## src/rtl/factorial_seq_ctrl.sv

```systemverilog
// Multi-cycle n! sequencer sharing one 32x4 multiplier across cycles.
// Define FACT_SATURATE_EN to clamp overflowing results to all-ones.
module factorial_seq_ctrl #(
  parameter int NUM_W = 4,
  parameter int RES_W = 32
) (
  input  logic             clk,
  input  logic             rst,
  input  logic             start,
  input  logic [NUM_W-1:0] num,
  output logic             busy,
  output logic             done,
  output logic [RES_W-1:0] result,
  output logic             overflow
);

  localparam int PW = RES_W + NUM_W;

  typedef enum logic [1:0] {
    S_IDLE,
    S_CALC,
    S_DONE
  } state_t;

  state_t             state_q, state_d;
  logic [RES_W-1:0]   acc_q, acc_d;
  logic [NUM_W-1:0]   cnt_q, cnt_d;
  logic               ovf_q, ovf_d;
  logic [RES_W-1:0]   res_q, res_d;
  logic               oflag_q, oflag_d;
  logic [PW-1:0]      prod;
  logic [RES_W-1:0]   final_res;

  assign prod = {{NUM_W{1'b0}}, acc_q} * {{RES_W{1'b0}}, cnt_q};

`ifdef FACT_SATURATE_EN
  assign final_res = ovf_q ? {RES_W{1'b1}} : acc_q;
`else
  assign final_res = acc_q;
`endif

  always_ff @(posedge clk or posedge rst) begin
    if (rst) begin
      state_q <= S_IDLE;
      acc_q   <= RES_W'(1);
      cnt_q   <= '0;
      ovf_q   <= 1'b0;
      res_q   <= '0;
      oflag_q <= 1'b0;
    end else begin
      state_q <= state_d;
      acc_q   <= acc_d;
      cnt_q   <= cnt_d;
      ovf_q   <= ovf_d;
      res_q   <= res_d;
      oflag_q <= oflag_d;
    end
  end

  always_comb begin
    state_d = state_q;
    acc_d   = acc_q;
    cnt_d   = cnt_q;
    ovf_d   = ovf_q;
    res_d   = res_q;
    oflag_d = oflag_q;
    unique case (state_q)
      S_IDLE: begin
        if (start) begin
          acc_d   = RES_W'(1);
          cnt_d   = num;
          ovf_d   = 1'b0;
          state_d = S_CALC;
        end
      end
      S_CALC: begin
        if (cnt_q > NUM_W'(1)) begin
          acc_d = prod[RES_W-1:0];
          ovf_d = ovf_q | (prod[PW-1:RES_W] != '0);
          cnt_d = cnt_q - NUM_W'(1);
        end else begin
          res_d   = final_res;
          oflag_d = ovf_q;
          state_d = S_DONE;
        end
      end
      S_DONE: state_d = S_IDLE;
      default: state_d = S_IDLE;
    endcase
  end

  assign busy     = (state_q != S_IDLE);
  assign done     = (state_q == S_DONE);
  assign result   = res_q;
  assign overflow = oflag_q;

endmodule

```

## config.mk

```make
export PLATFORM = sky130hd
export DESIGN_NAME = factorial_seq_ctrl
export DESIGN_NICKNAME = d
export VERILOG_FILES = /design/src/rtl/factorial_seq_ctrl.sv
export SDC_FILE = /design/constraint.sdc
export NUM_CORES = 1
export LEC_CHECK = 0
export ABC_CLOCK_PERIOD_IN_PS = 6750
export BUFFER_PORTS_ARGS = -buffer_cell sky130_fd_sc_hd__buf_4
export CORE_MARGIN = 2
export CORE_UTILIZATION = 30
export DETAILED_ROUTE_END_ITERATION = 10
export GPL_TIMING_DRIVEN = 0
export PLACE_DENSITY = 0.45
export SYNTH_ARGS = -nofsm -noshare
export SYNTH_HDL_FRONTEND = slang
export SYNTH_SLANG_ARGS = --single-unit
```

## constraint.sdc

```tcl
create_clock -name clk -period 6.75 [get_ports clk]
set_input_delay 1.0125 -clock clk [delete_from_list [all_inputs] [get_ports clk]]
set_output_delay 1.0125 -clock clk [all_outputs]
set_load 0.02 [all_outputs]
```

==> report_table.html, run 1 <==
<table>
<tr><th>Metric</th><th>Value</th></tr>
<tr><th colspan="2">Power</th></tr>
<tr><td>Portion of total power attributed to combinational logic</td><td>0.640</td></tr>
<tr><td>Clock network fraction of total power</td><td>0.146</td></tr>
<tr><td>Net switching power figure</td><td>1741 uW</td></tr>
<tr><td>Internal power component</td><td>1698 uW</td></tr>
<tr><td>Net Sw Frac</td><td>0.5063</td></tr>
<tr><td>Max rail drop VDD</td><td>0.1802 mV</td></tr>
<tr><td>Part of the total power dissipated in sequential elements</td><td>0.214</td></tr>
<tr><td>Static leakage power</td><td>0.003870 uW</td></tr>
<tr><td>Pwr/cell area</td><td>426.5 mW/mm^2</td></tr>
<tr><td>Overall power of the completed layout</td><td>3439 uW</td></tr>
<tr><th colspan="2">Logic synthesis</th></tr>
<tr><td>Most area-hungry cell type in the Yosys netlist</td><td>dfrtp_1</td></tr>
<tr><td>Gate count of the mapped netlist</td><td>792</td></tr>
<tr><td>Number of flip-flops and latches in the synthesized netlist</td><td>72</td></tr>
<tr><td>Count of cell types in the netlist</td><td>63</td></tr>
<tr><td>Post-Syn Area</td><td>0.007028 mm^2</td></tr>
<tr><td>Number of synthesized flops with an enable pin</td><td>0</td></tr>
<tr><td>Main synth FF type</td><td>dfrtp_1</td></tr>
<tr><td>Synth Net Count</td><td>901</td></tr>
<tr><td>Yosys warning count</td><td>0</td></tr>
<tr><td>Portion of the post-synthesis area used by sequential elements</td><td>0.2565</td></tr>
<tr><td>Fraction of synthesis flops using an asynchronous set or reset pin</td><td>1.000</td></tr>
<tr><td>Syn_area_per_cell</td><td>8.874 um^2</td></tr>
<tr><td>Synth area leaders</td><td>dfrtp_1, fa_1, and2_1, ha_1, inv_1</td></tr>
<tr><td>Area share of the largest cell type after synthesis</td><td>0.2528</td></tr>
<tr><th colspan="2">Timing</th></tr>
<tr><td>Achievable frequency</td><td>190.0 MHz</td></tr>
<tr><td>Count of final setup violators</td><td>0</td></tr>
<tr><td>Clock period minus worst slack</td><td>5.264 ns</td></tr>
<tr><td>Count of endpoints failing hold in the final timing report</td><td>0</td></tr>
<tr><td>Final clock skew</td><td>0.007510 ns</td></tr>
<tr><td>Fin crit share</td><td>0.7798</td></tr>
<tr><td>RSZ-0062 raised after global routing</td><td>no</td></tr>
<tr><td>Slew at the pin closest to its max-slew limit</td><td>1.174 ns</td></tr>
<tr><td>Relative max-transition margin</td><td>0.2110</td></tr>
<tr><td>Setup_tns</td><td>0 ns</td></tr>
<tr><td>Pins Over Slew Limit</td><td>0</td></tr>
<tr><th colspan="2">Clock network</th></tr>
<tr><td>Number of sinks on the clock net</td><td>72</td></tr>
<tr><td>H-tree levels</td><td>3</td></tr>
<tr><td>Insertion delay of the later-clocked pin in the worst-skew pair</td><td>0.36 ns</td></tr>
<tr><td>Quantity of hold-fixing buffers added after cts</td><td>0</td></tr>
<tr><td>TritonCTS buffer count</td><td>9</td></tr>
<tr><td>CTS Root Cell</td><td>clkbuf_16</td></tr>
<tr><td>Number of buffers between clock root and the deepest sink</td><td>2</td></tr>
<tr><td>Number of buffers inserted by post-CTS setup repair</td><td>0</td></tr>
<tr><td>TritonCTS clock tree</td><td>yes</td></tr>
<tr><td>Gates resized, CTS repair</td><td>0</td></tr>
<tr><td>Clock transition at the registers of the reported paths</td><td>0.06 ns</td></tr>
<tr><th colspan="2">Critical path</th></tr>
<tr><td>Delay of the slowest critical-path stage</td><td>0.64 ns</td></tr>
<tr><td>Worst EP required</td><td>6.96 ns</td></tr>
<tr><td>Worst path slowest cell</td><td>clkbuf_1</td></tr>
<tr><td>Biggest fanout along the worst timing path</td><td>10</td></tr>
<tr><td>Critical Path Start Type</td><td>flip-flop</td></tr>
<tr><td>Category of the worst setup path capture point</td><td>flip-flop</td></tr>
<tr><td>Class of the most critical setup path</td><td>flip-flop to flip-flop</td></tr>
<tr><td>Most common cell on crit path</td><td>fa_1</td></tr>
<tr><td>Chain of cells forming the critical path</td><td>clkbuf_1 &gt; clkbuf_1 &gt; nand2_1 &gt; fa_1 &gt; inv_1 &gt; fa_1 &gt; fa_1 &gt; a21oi_1 &gt; nor3_1 &gt; o211ai_1 &gt; nand4b_1 &gt; a221oi_1 &gt; o21ai_1 &gt; xnor2_1 &gt; o21ai_0</td></tr>
<tr><td>Arrival time at the worst endpoint</td><td>5.48 ns</td></tr>
<tr><th colspan="2">Die</th></tr>
<tr><td>Effective utilization at floorplan</td><td>0.3021</td></tr>
<tr><td>Core area</td><td>0.02326 mm^2</td></tr>
<tr><td>Io pins</td><td>42</td></tr>
<tr><td>Die Wd</td><td>157.1 um</td></tr>
<tr><td>Total Die Area</td><td>0.02467 mm^2</td></tr>
<tr><td>Vert. Die Dim</td><td>157.1 um</td></tr>
<tr><td>Standard-cell row count</td><td>56</td></tr>
<tr><th colspan="2">Global routing</th></tr>
<tr><td>Via count of the first global-routing pass</td><td>5700</td></tr>
<tr><td>Wire length of the first global-routing pass</td><td>32.17 mm</td></tr>
<tr><td>Largest net degree at the start of global routing</td><td>49</td></tr>
<tr><td>Global route total overflow</td><td>0</td></tr>
<tr><td>Number of antenna violations at the first check in global routing</td><td>0</td></tr>
<tr><td>Tot GR Track Use</td><td>0.1709</td></tr>
<tr><th colspan="2">Drt</th></tr>
<tr><td>Routed vias/inst</td><td>4.713</td></tr>
<tr><td>Number of DRC violations after detailed-routing iteration 0</td><td>318</td></tr>
<tr><td>Final routed wirelength across all metal layers</td><td>19.45 mm</td></tr>
<tr><td>Drt pass-1 iters</td><td>4</td></tr>
<tr><td>Post-route ant nets</td><td>0</td></tr>
<tr><td>Remaining DRCs</td><td>0</td></tr>
<tr><td>Via count</td><td>5509</td></tr>
<tr><td>Detailed-route wire length per cell</td><td>16.63 um</td></tr>
<tr><th colspan="2">Hold path</th></tr>
<tr><td>Worst hold-check path type</td><td>flip-flop to flip-flop</td></tr>
<tr><th colspan="2">Status</th></tr>
<tr><td>Outcome</td><td>finished clean</td></tr>
<tr><th colspan="2">Finish</th></tr>
<tr><td>Antenna Diode Count</td><td>0</td></tr>
<tr><td>Most frequent standard cell in the layout excluding fill and tap cells</td><td>inv_1</td></tr>
<tr><td>Share of final-layout standard cells stronger than drive strength 1</td><td>0.1388</td></tr>
<tr><td>Commonest cells after routing, fill and taps aside</td><td>inv_1, and2_1, nand2_1</td></tr>
<tr><td>Total number of nets in the final design</td><td>954</td></tr>
<tr><td>Area grow syn2layout</td><td>14.72%</td></tr>
<tr><th colspan="2">Place</th></tr>
<tr><td>Gpl congestion</td><td>0.7963</td></tr>
<tr><td>Count of buffers inserted at the top-level ports</td><td>41</td></tr>
<tr><td>Detailed-placement wirelength estimate</td><td>14.84 mm</td></tr>
<tr><th colspan="2">Job</th></tr>
<tr><td>Max-cap check violation count</td><td>0</td></tr>
</table>
per-stage QoR:
stage | instance area [um^2] | instances | util | worst slack [ns] | hold WS (ns)
floorplan | 7028 | 792 | - | 2.762 | 0.4728
global placement | 7735 | 1152 | 0.3325 | 1.417 | 0.4915
detailed placement | 7765 | 1153 | 0.3338 | 1.465 | 0.4986
CTS | 8063 | 1169 | 0.3466 | 1.451 | 0.5113
global route | 8063 | 1169 | 0.3466 | 1.027 | 0.5246
finish | 8063 | 1169 | 0.3466 | 1.486 | 0.5047
critical path, delay by kind of cell, from the launching register on:
family | cells | cell delay [ns]
simple gates | 3 | 0.65
fa+ha+maj | 3 | 1.57
flops | 1 | 0.32
xor+xnor | 1 | 0.20
compound gates | 5 | 1.32
buf+inv | 3 | 1.06
path summary, 6_finish.rpt:
kind	slack [ns]	from	cells past startpoint	endpoint
setup / recovery	1.49	cnt_q[3]	15	acc_q[28]
hold / removal	0.50	result[12]	1	result[12]
setup reg to reg	1.49	cnt_q[3]	15	acc_q[28]
hold reg to reg	0.50	result[12]	1	result[12]
max in group asynchronous	5.49	rst	3	acc_q[0]
min in group asynchronous	0.64	rst	2	result[3]
Yosys cell counts (3+ instances only):
master      n
o21ai_1     5
inv_1     122
xor2_1     11
a21o_1      6
and2_1     91
o21a_1      3
nand3_1    37
nor2_1     20
nand4_1     8
o211ai_1    8
nand2_1    75
clkbuf_1   24
xnor2_1    17
and3_2      3
o21ai_0    44
buf_2       7
nand2b_1    4
and3_1      4
nor2b_1     3
a21oi_1    32
ha_1       42
a211oi_1    4
mux2_2     33
a21o_2      3
nor3_1      6
dfrtp_1    71
fa_1       60
o21bai_1    4
area by class of cell:
class | instances | area [um^2]
Clock inverter | 7 | 72.57
Timing Repair Buffer | 42 | 335.3
Inverter | 122 | 460.4
Tap cell | 319 | 399.1
Sequential cell | 72 | 1803
Fill cell | 2501 | 15200
Clock buffer | 9 | 225.2
Multi-Input combinational cell | 562 | 4596
Buffer | 36 | 171.4
power by group through the flow:
stage	Clock, uW	Combinational (uW)	Sequential [uW]
finish	502	2200	737
global route	538	2510	764
CTS	515	2250	741
detailed placement	0	2230	749
global placement	0	2220	748
floorplan	0	1510	763
state kept, by name, summed over array words and instances, names as in the netlist:
signal	flops
cnt_q	4
acc_q	32
overflow	1
result	32
state_q	2
ovf_q	1
per-layer routing:
layer / global-route usage / up-vias / part of all wire
li1: - / 2692 / -
met1: 0.2282 / 2742 / 0.46
met2: 0.2932 / 57 / 0.50
met3: 0.01845 / 18 / 0.030
met4: 0.04892 / 0 / 0.016
met5: 0 / - / 0
cells by family after synthesis:
group | share of synthesized area
adder cells (fa/ha/maj) | 0.2457
buffers and inverters | 0.08955
AO/OA/AOI/OAI | 0.1187
flip-flops | 0.2565
AND/OR/NAND/NOR | 0.1989
XOR/XNOR | 0.03489
multiplexers | 0.05572
No activity file was read; power rests on OpenSTA's default activity.
==> run 2, diff against run 1 <==
ABC_CLOCK_PERIOD_IN_PS = 5400   (was 6750)
clock period = 5.4 ns   (was 6.75 ns; I/O delays follow)
==> run 2 against run 1 <==
Power is 25% higher; via count is 0.38% higher; clock skew is 0.0011 ns higher; hold slack worse by 0.072 ns; worst setup slack got worse by 1.1 ns; wire length grew 0.14%; final area increased by 0.11%; critical path type unchanged.
==> report_table.html, run 2 (same netlist as run 1, synthesis figures left out) <==
<table>
<tr><th>Metric</th><th>Value</th></tr>
<tr><th colspan="2">Timing</th></tr>
<tr><td>Clock period minus worst slack</td><td>5.004 ns (-0.2598 ns)</td></tr>
<tr><td>Setup_tns</td><td>0 ns (unchanged)</td></tr>
<tr><td>Pins Over Slew Limit</td><td>0 (unchanged)</td></tr>
<tr><td>Slew at the pin closest to its max-slew limit</td><td>1.211 ns (+0.03695 ns)</td></tr>
<tr><td>Final clock skew</td><td>0.008574 ns (+0.001064 ns)</td></tr>
<tr><td>RSZ-0062 raised after global routing</td><td>no</td></tr>
<tr><td>Relative max-transition margin</td><td>0.1861 (-0.02484)</td></tr>
<tr><td>Setup slack after layout</td><td>0.3959 ns (-1.090 ns)</td></tr>
<tr><td>Fin crit share</td><td>0.9267 (+0.1468)</td></tr>
<tr><td>Count of endpoints failing hold in the final timing report</td><td>0 (unchanged)</td></tr>
<tr><td>Achievable frequency</td><td>199.8 MHz (+5.2%)</td></tr>
<tr><td>Count of final setup violators</td><td>0 (unchanged)</td></tr>
<tr><th colspan="2">Clock network</th></tr>
<tr><td>Gates resized, CTS repair</td><td>0 (unchanged)</td></tr>
<tr><td>H-tree levels</td><td>3 (unchanged)</td></tr>
<tr><td>Quantity of hold-fixing buffers added after cts</td><td>0 (unchanged)</td></tr>
<tr><td>CTS Root Cell</td><td>clkbuf_16</td></tr>
<tr><td>Number of sinks on the clock net</td><td>72 (unchanged)</td></tr>
<tr><td>Number of buffers between clock root and the deepest sink</td><td>2 (unchanged)</td></tr>
<tr><td>Number of buffers inserted by post-CTS setup repair</td><td>0 (unchanged)</td></tr>
<tr><td>TritonCTS buffer count</td><td>9 (unchanged)</td></tr>
<tr><td>TritonCTS clock tree</td><td>yes</td></tr>
<tr><td>Insertion delay of the later-clocked pin in the worst-skew pair</td><td>0.35 ns (about the same)</td></tr>
<tr><td>Clock transition at the registers of the reported paths</td><td>0.07 ns (about the same)</td></tr>
<tr><th colspan="2">Drt</th></tr>
<tr><td>Number of DRC violations after detailed-routing iteration 0</td><td>305 (-4.1%)</td></tr>
<tr><td>Routed vias/inst</td><td>4.731 (+0.38%)</td></tr>
<tr><td>Detailed-route wire length per cell</td><td>16.66 um (+0.14%)</td></tr>
<tr><td>Final routed wirelength across all metal layers</td><td>19.47 mm (+0.14%)</td></tr>
<tr><td>Post-route ant nets</td><td>0 (unchanged)</td></tr>
<tr><td>Drt pass-1 iters</td><td>4 (unchanged)</td></tr>
<tr><td>Remaining DRCs</td><td>0 (unchanged)</td></tr>
<tr><td>Via count</td><td>5530 (+0.38%)</td></tr>
<tr><th colspan="2">Power</th></tr>
<tr><td>Part of the total power dissipated in sequential elements</td><td>0.214 (about the same)</td></tr>
<tr><td>Net switching power figure</td><td>2181 uW (+25%)</td></tr>
<tr><td>Net Sw Frac</td><td>0.5066 (about the same)</td></tr>
<tr><td>Portion of total power attributed to combinational logic</td><td>0.640 (about the same)</td></tr>
<tr><td>Internal power component</td><td>2124 uW (+25%)</td></tr>
<tr><td>Clock network fraction of total power</td><td>0.146 (about the same)</td></tr>
<tr><td>Pwr/cell area</td><td>533.4 mW/mm^2 (+25%)</td></tr>
<tr><td>Static leakage power</td><td>0.003879 uW (+0.24%)</td></tr>
<tr><td>Max rail drop VDD</td><td>0.2250 mV (+25%)</td></tr>
<tr><th colspan="2">Critical path</th></tr>
<tr><td>Biggest fanout along the worst timing path</td><td>10 (unchanged)</td></tr>
<tr><td>Terminus of the critical flop-to-flop path</td><td>acc_q[31]</td></tr>
<tr><td>Class of the most critical setup path</td><td>flip-flop to flip-flop</td></tr>
<tr><td>Reg-to-Reg Start</td><td>cnt_q[3]</td></tr>
<tr><td>Internal reg-to-reg setup slack</td><td>0.40 ns (-1.09 ns)</td></tr>
<tr><td>Crit path launch</td><td>cnt_q[3]</td></tr>
<tr><td>Arrival time at the worst endpoint</td><td>5.22 ns (-0.26 ns)</td></tr>
<tr><td>Worst EP required</td><td>5.62 ns (-1.34 ns)</td></tr>
<tr><td>Critical Path Start Type</td><td>flip-flop</td></tr>
<tr><td>Worst reg2reg path depth</td><td>17 (+2)</td></tr>
<tr><td>Category of the worst setup path capture point</td><td>flip-flop</td></tr>
<tr><th colspan="2">Die</th></tr>
<tr><td>Total Die Area</td><td>0.02467 mm^2 (unchanged)</td></tr>
<tr><td>Standard-cell row count</td><td>56 (unchanged)</td></tr>
<tr><td>Io pins</td><td>42 (unchanged)</td></tr>
<tr><td>Core area</td><td>0.02326 mm^2 (unchanged)</td></tr>
<tr><td>Effective utilization at floorplan</td><td>0.3021 (unchanged)</td></tr>
<tr><td>Die Wd</td><td>157.1 um (unchanged)</td></tr>
<tr><td>Vert. Die Dim</td><td>157.1 um (unchanged)</td></tr>
<tr><th colspan="2">Finish</th></tr>
<tr><td>Antenna Diode Count</td><td>0 (unchanged)</td></tr>
<tr><td>Total number of nets in the final design</td><td>954 (unchanged)</td></tr>
<tr><td>Area of all placed cells without fillers</td><td>0.008071 mm^2 (+0.11%)</td></tr>
<tr><td>Area grow syn2layout</td><td>14.85%</td></tr>
<tr><td>Post-route insts no fill</td><td>1169 (unchanged)</td></tr>
<tr><td>Share of final-layout standard cells stronger than drive strength 1</td><td>0.1424 (+0.003529)</td></tr>
<tr><td>Final-layout fill cell count</td><td>2499 (-0.080%)</td></tr>
<tr><td>Post-layout util</td><td>0.3470 (+0.0003760)</td></tr>
<tr><td>Most frequent standard cell in the layout excluding fill and tap cells</td><td>inv_1</td></tr>
<tr><td>Commonest cells after routing, fill and taps aside</td><td>inv_1, and2_1, nand2_1</td></tr>
<tr><th colspan="2">Global routing</th></tr>
<tr><td>Tot GR Track Use</td><td>0.1709 (unchanged)</td></tr>
<tr><td>Global route total overflow</td><td>0 (unchanged)</td></tr>
<tr><td>Via count of the first global-routing pass</td><td>5700 (unchanged)</td></tr>
<tr><td>Wire length of the first global-routing pass</td><td>32.17 mm (unchanged)</td></tr>
<tr><td>Number of antenna violations at the first check in global routing</td><td>0 (unchanged)</td></tr>
<tr><td>Largest net degree at the start of global routing</td><td>49 (unchanged)</td></tr>
<tr><th colspan="2">Place</th></tr>
<tr><td>Total placed cells including tap cells</td><td>1153 (unchanged)</td></tr>
<tr><td>Gpl congestion</td><td>0.7963 (unchanged)</td></tr>
<tr><td>Placement Cell Area</td><td>0.007765 mm^2 (unchanged)</td></tr>
<tr><td>Count of buffers inserted at the top-level ports</td><td>41 (unchanged)</td></tr>
<tr><td>Worst slack at placement</td><td>0.1146 ns (-1.350 ns)</td></tr>
<tr><td>Detailed-placement wirelength estimate</td><td>14.84 mm (unchanged)</td></tr>
<tr><th colspan="2">Status</th></tr>
<tr><td>Outcome</td><td>finished clean</td></tr>
<tr><th colspan="2">Job</th></tr>
<tr><td>Max-cap check violation count</td><td>0 (unchanged)</td></tr>
<tr><th colspan="2">Hold path</th></tr>
<tr><td>Worst hold-check path type</td><td>input port to asynchronous set/reset pin</td></tr>
</table>
[run 2: cell types whose count changed in the layout (fill, tap and decap cells not counted)]
cell      change
buf_1         -1
a221oi_1      -1
a221oi_2      +1
clkbuf_2      +2
clkbuf_1      -1
[run 2: critical path, cell delays in order, from the launching register on]
cell	delay [ns]
dfrtp_1	0.35
clkbuf_1	0.23
clkbuf_1	0.39
and2_1	0.31
fa_1	0.55
inv_1	0.06
fa_1	0.53
inv_1	0.04
ha_1	0.27
buf_2	0.16
a21oi_1	0.16
o211ai_1	0.12
a41oi_1	0.48
a21oi_1	0.19
o31ai_2	0.47
o21ai_0	0.19
xnor2_1	0.23
o21ai_0	0.11
[run 2: per-layer routing]
metal	part of all wire	global-route usage	vias to the layer above
met5	0	0	-
met4	0.016	0.04892	0
met3	0.023	0.01845	18
met2	0.50	0.2932	56
met1	0.46	0.2282	2766
li1	-	-	2690
[run 2: worst max path at each step]
stage,to,slack [ns],cells past startpoint
floorplan,ovf_q,1.41,16
global placement,acc_q[28],0.07,15
detailed placement,acc_q[28],0.11,15
CTS,acc_q[28],0.10,15
global route,acc_q[31],0.02,17
finish,acc_q[31],0.40,17
[run 2: through the flow]
| step | hold WS (ns) | power, uW |
|---|---|---|
| after floorplan | 0.4728 | 2843 |
| after global placement | 0.4915 | 3711 |
| after detailed placement | 0.4986 | 3719 |
| after CTS | 0.4358 | 4378 |
| after global routing | 0.4569 | 4762 |
| final | 0.4328 | 4305 |
[run 2: final cells by class]
cell class,count,area (um^2),area share
repair buffers,42,335.3,0.04154
flip-flops and latches,72,1803,0.2234
multi-input cells,562,4602,0.5701
plain buffers,36,173.9,0.02155
inverters,122,460.4,0.05705
well taps,319,399.1,0.04945
clock buffers,9,225.2,0.02790
clock inverters,7,72.57,0.008991
[run 2: power by group through the flow]
| stage | Combinational [uW] | Sequential (uW) | Clock, uW |
|---|---|---|---|
| after detailed placement | 2780 | 936 | 0 |
| final | 2760 | 921 | 628 |
| after CTS | 2810 | 927 | 643 |
| after global placement | 2780 | 936 | 0 |
| after floorplan | 1890 | 954 | 0 |
| after global routing | 3130 | 955 | 672 |
==> run 3, diff against run 2 <==
--- a/config.mk
+++ b/config.mk
@@ -7,10 +7,10 @@
 export LEC_CHECK = 0
 export ABC_CLOCK_PERIOD_IN_PS = 5400
-export BUFFER_PORTS_ARGS = -buffer_cell sky130_fd_sc_hd__buf_4
 export CORE_MARGIN = 2
 export CORE_UTILIZATION = 30
 export DETAILED_ROUTE_END_ITERATION = 10
+export DONT_BUFFER_PORTS = 1
 export GPL_TIMING_DRIVEN = 0
-export PLACE_DENSITY = 0.45
+export PLACE_DENSITY = 0.43
 export SYNTH_ARGS = -nofsm -noshare
 export SYNTH_HDL_FRONTEND = slang
==> constraint.sdc (replaced) <==
create_clock -name clk -period 5.4 [get_ports clk]
set_input_delay 0.81 -clock clk [delete_from_list [all_inputs] [get_ports clk]]
set_output_delay 0.81 -clock clk [all_outputs]
set_load 0.05 [all_outputs]
==> run 3 against run 2 <==
Largest power group unchanged; utilization down 1.2 points; clock-buffer cell count unchanged; sequential share of layout area up 0.83 points; critical endpoint is now acc_q[28]; first-iteration DRC count down 12%; largest cell class unchanged; combinational power down 8.3%; maximum frequency up 0.90%.
==> report_table.html, run 3 (same netlist as run 1, synthesis figures left out) <==
<table>
<tr><th>Metric</th><th>Value</th></tr>
<tr><th colspan="2">Power</th></tr>
<tr><td>Max rail drop VDD</td><td>0.1996 mV (-11%)</td></tr>
<tr><td>Pwr/cell area</td><td>567.7 mW/mm^2 (+6.4%)</td></tr>
<tr><td>Static leakage power</td><td>0.003689 uW (-4.9%)</td></tr>
<tr><th colspan="2">Clock network</th></tr>
<tr><td>Clock transition at the registers of the reported paths</td><td>0.06 ns (about the same)</td></tr>
<tr><td>TritonCTS clock tree</td><td>yes</td></tr>
<tr><td>H-tree levels</td><td>3 (unchanged)</td></tr>
<tr><td>Quantity of hold-fixing buffers added after cts</td><td>0 (unchanged)</td></tr>
<tr><td>Insertion delay of the later-clocked pin in the worst-skew pair</td><td>0.35 ns (about the same)</td></tr>
<tr><td>Number of buffers inserted by post-CTS setup repair</td><td>0 (unchanged)</td></tr>
<tr><td>TritonCTS buffer count</td><td>9 (unchanged)</td></tr>
<tr><td>Number of buffers between clock root and the deepest sink</td><td>2 (unchanged)</td></tr>
<tr><td>CTS Root Cell</td><td>clkbuf_16</td></tr>
<tr><td>Number of sinks on the clock net</td><td>72 (unchanged)</td></tr>
<tr><th colspan="2">Global routing</th></tr>
<tr><td>Number of antenna violations at the first check in global routing</td><td>0 (unchanged)</td></tr>
<tr><td>Tot GR Track Use</td><td>0.1716 (+0.0007001)</td></tr>
<tr><td>Via count of the first global-routing pass</td><td>5697 (-0.053%)</td></tr>
<tr><td>Global route total overflow</td><td>0 (unchanged)</td></tr>
<tr><td>Largest net degree at the start of global routing</td><td>51 (+4.1%)</td></tr>
<tr><td>Wire length of the first global-routing pass</td><td>32.42 mm (+0.75%)</td></tr>
<tr><th colspan="2">Finish</th></tr>
<tr><td>Share of final-layout standard cells stronger than drive strength 1</td><td>0.1014 (-0.04099)</td></tr>
<tr><td>Area grow syn2layout</td><td>10.75%</td></tr>
<tr><td>Most frequent standard cell in the layout excluding fill and tap cells</td><td>inv_1</td></tr>
<tr><td>Antenna Diode Count</td><td>0 (unchanged)</td></tr>
<tr><td>Total number of nets in the final design</td><td>913 (-4.3%)</td></tr>
<tr><td>Commonest cells after routing, fill and taps aside</td><td>inv_1, and2_1, nand2_1</td></tr>
<tr><td>Post-route insts no fill</td><td>1128 (-3.5%)</td></tr>
<tr><th colspan="2">Die</th></tr>
<tr><td>Die Wd</td><td>157.1 um (unchanged)</td></tr>
<tr><td>Total Die Area</td><td>0.02467 mm^2 (unchanged)</td></tr>
<tr><td>Standard-cell row count</td><td>56 (unchanged)</td></tr>
<tr><td>Vert. Die Dim</td><td>157.1 um (unchanged)</td></tr>
<tr><td>Core area</td><td>0.02326 mm^2 (unchanged)</td></tr>
<tr><td>Effective utilization at floorplan</td><td>0.3021 (unchanged)</td></tr>
<tr><td>Io pins</td><td>42 (unchanged)</td></tr>
<tr><th colspan="2">Timing</th></tr>
<tr><td>Tightest hold margin</td><td>0.2974 ns (-0.1354 ns)</td></tr>
<tr><td>Slew at the pin closest to its max-slew limit</td><td>0.9217 ns (-0.2890 ns)</td></tr>
<tr><td>Count of final setup violators</td><td>0 (unchanged)</td></tr>
<tr><td>Setup_tns</td><td>0 ns (unchanged)</td></tr>
<tr><td>Relative max-transition margin</td><td>0.3804 (+0.1943)</td></tr>
<tr><td>Pins Over Slew Limit</td><td>0 (unchanged)</td></tr>
<tr><td>RSZ-0062 raised after global routing</td><td>no</td></tr>
<tr><td>Fin crit share</td><td>0.9185 (-0.008220)</td></tr>
<tr><td>Achievable frequency</td><td>201.6 MHz (+0.90%)</td></tr>
<tr><td>Final clock skew</td><td>0.01271 ns (+0.004139 ns)</td></tr>
<tr><td>Clock period minus worst slack</td><td>4.960 ns (-0.04439 ns)</td></tr>
<tr><td>Count of endpoints failing hold in the final timing report</td><td>0 (unchanged)</td></tr>
<tr><th colspan="2">Drt</th></tr>
<tr><td>Drt pass-1 iters</td><td>4 (unchanged)</td></tr>
<tr><td>Number of DRC violations after detailed-routing iteration 0</td><td>268 (-12%)</td></tr>
<tr><td>Detailed-route wire length per cell</td><td>17.51 um (+5.1%)</td></tr>
<tr><td>Via count</td><td>5440 (-1.6%)</td></tr>
<tr><td>Remaining DRCs</td><td>0 (unchanged)</td></tr>
<tr><td>Routed vias/inst</td><td>4.823 (+1.9%)</td></tr>
<tr><td>Post-route ant nets</td><td>0 (unchanged)</td></tr>
<tr><td>Final routed wirelength across all metal layers</td><td>19.75 mm (+1.4%)</td></tr>
<tr><th colspan="2">Status</th></tr>
<tr><td>Outcome</td><td>finished clean</td></tr>
<tr><th colspan="2">Critical path</th></tr>
<tr><td>Critical Path Start Type</td><td>flip-flop</td></tr>
<tr><td>Worst EP required</td><td>5.61 ns (about the same)</td></tr>
<tr><td>Biggest fanout along the worst timing path</td><td>10 (unchanged)</td></tr>
<tr><td>Class of the most critical setup path</td><td>flip-flop to flip-flop</td></tr>
<tr><td>Arrival time at the worst endpoint</td><td>5.17 ns (-0.05 ns)</td></tr>
<tr><td>Category of the worst setup path capture point</td><td>flip-flop</td></tr>
<tr><th colspan="2">Hold path</th></tr>
<tr><td>Worst hold-check path type</td><td>input port to asynchronous set/reset pin</td></tr>
<tr><th colspan="2">Job</th></tr>
<tr><td>Max-cap check violation count</td><td>0 (unchanged)</td></tr>
<tr><th colspan="2">Place</th></tr>
<tr><td>Count of buffers inserted at the top-level ports</td><td>0 (-100%)</td></tr>
<tr><td>Gpl congestion</td><td>0.7593 (-4.6%)</td></tr>
<tr><td>Total placed cells including tap cells</td><td>1112 (-3.6%)</td></tr>
<tr><td>Detailed-placement wirelength estimate</td><td>15.09 mm (+1.6%)</td></tr>
</table>
-- run 3: cell count changes in the layout (fill, tap and decap cells not counted), sizes merged --
cell      change
buf          -41
bufinv        +1
clkinv        -1
clkinvlp      -1
inv           +1
-- run 3: repair_timing --
action                                  4_1_cts  5_1_grt
endpoints found under the hold margin         0        0
endpoints found under the setup margin        0        2
gates resized for setup                       0        9
-- run 3: power by group --
group	total, uW	internal [uW]	leakage, uW	switching, uW
Clock	674	406	0.000156	268
Combinational	2530	920	0.00259	1610
Sequential	1220	730	0.000944	489
-- run 3: per-layer routing --
metal | global-route usage | wire, um
met5 | 0 | 0
met4 | 0.04242 | 250
met1 | 0.2246 | 9031
met3 | 0.02120 | 587
met2 | 0.3010 | 9884
-- run 3: through the flow --
stage	area, um^2	worst slack (ns)	util	power [uW]
detailed placement	7457	0.2236	0.3206	3807
floorplan	7028	1.412	-	3041
global route	7784	0.04519	0.3346	4897
global placement	7427	0.1700	0.3193	3788
finish	7784	0.4403	0.3346	4419
CTS	7777	0.1777	0.3343	4502
-- run 3: area by class of cell --
cell class,count,area (um^2)
Sequential cell,72,1803
Multi-Input combinational cell,562,4596
Inverter,122,460.4
Clock buffer,9,225.2
Clock inverter,7,95.09
Buffer,36,177.7
Tap cell,319,399.1
Fill cell,2529,15480
Timing Repair Buffer,1,27.53
-- run 3: final timing paths --
check                      slack [ns]  cells after the start        end      from
setup / recovery                 0.44                     15  acc_q[28]  cnt_q[3]
hold / removal                   0.30                      1  result[5]       rst
setup reg to reg                 0.44                     15  acc_q[28]  cnt_q[3]
hold reg to reg                  0.52                      2   acc_q[0]  acc_q[0]
max in group asynchronous        4.48                      2   acc_q[0]       rst
min in group clk                 0.52                      2   acc_q[0]  acc_q[0]
-- run 3: critical path, cell delays in order, from the launching register on --
cell	delay, ns
dfrtp_1	0.33
clkbuf_1	0.40
clkbuf_2	0.40
nand2_1	0.13
fa_1	0.54
inv_1	0.06
fa_1	0.53
fa_1	0.48
a21oi_1	0.26
nor3_1	0.13
o211ai_1	0.20
nand4b_1	0.31
a221oi_1	0.60
o21ai_1	0.17
xnor2_1	0.18
o21ai_0	0.09
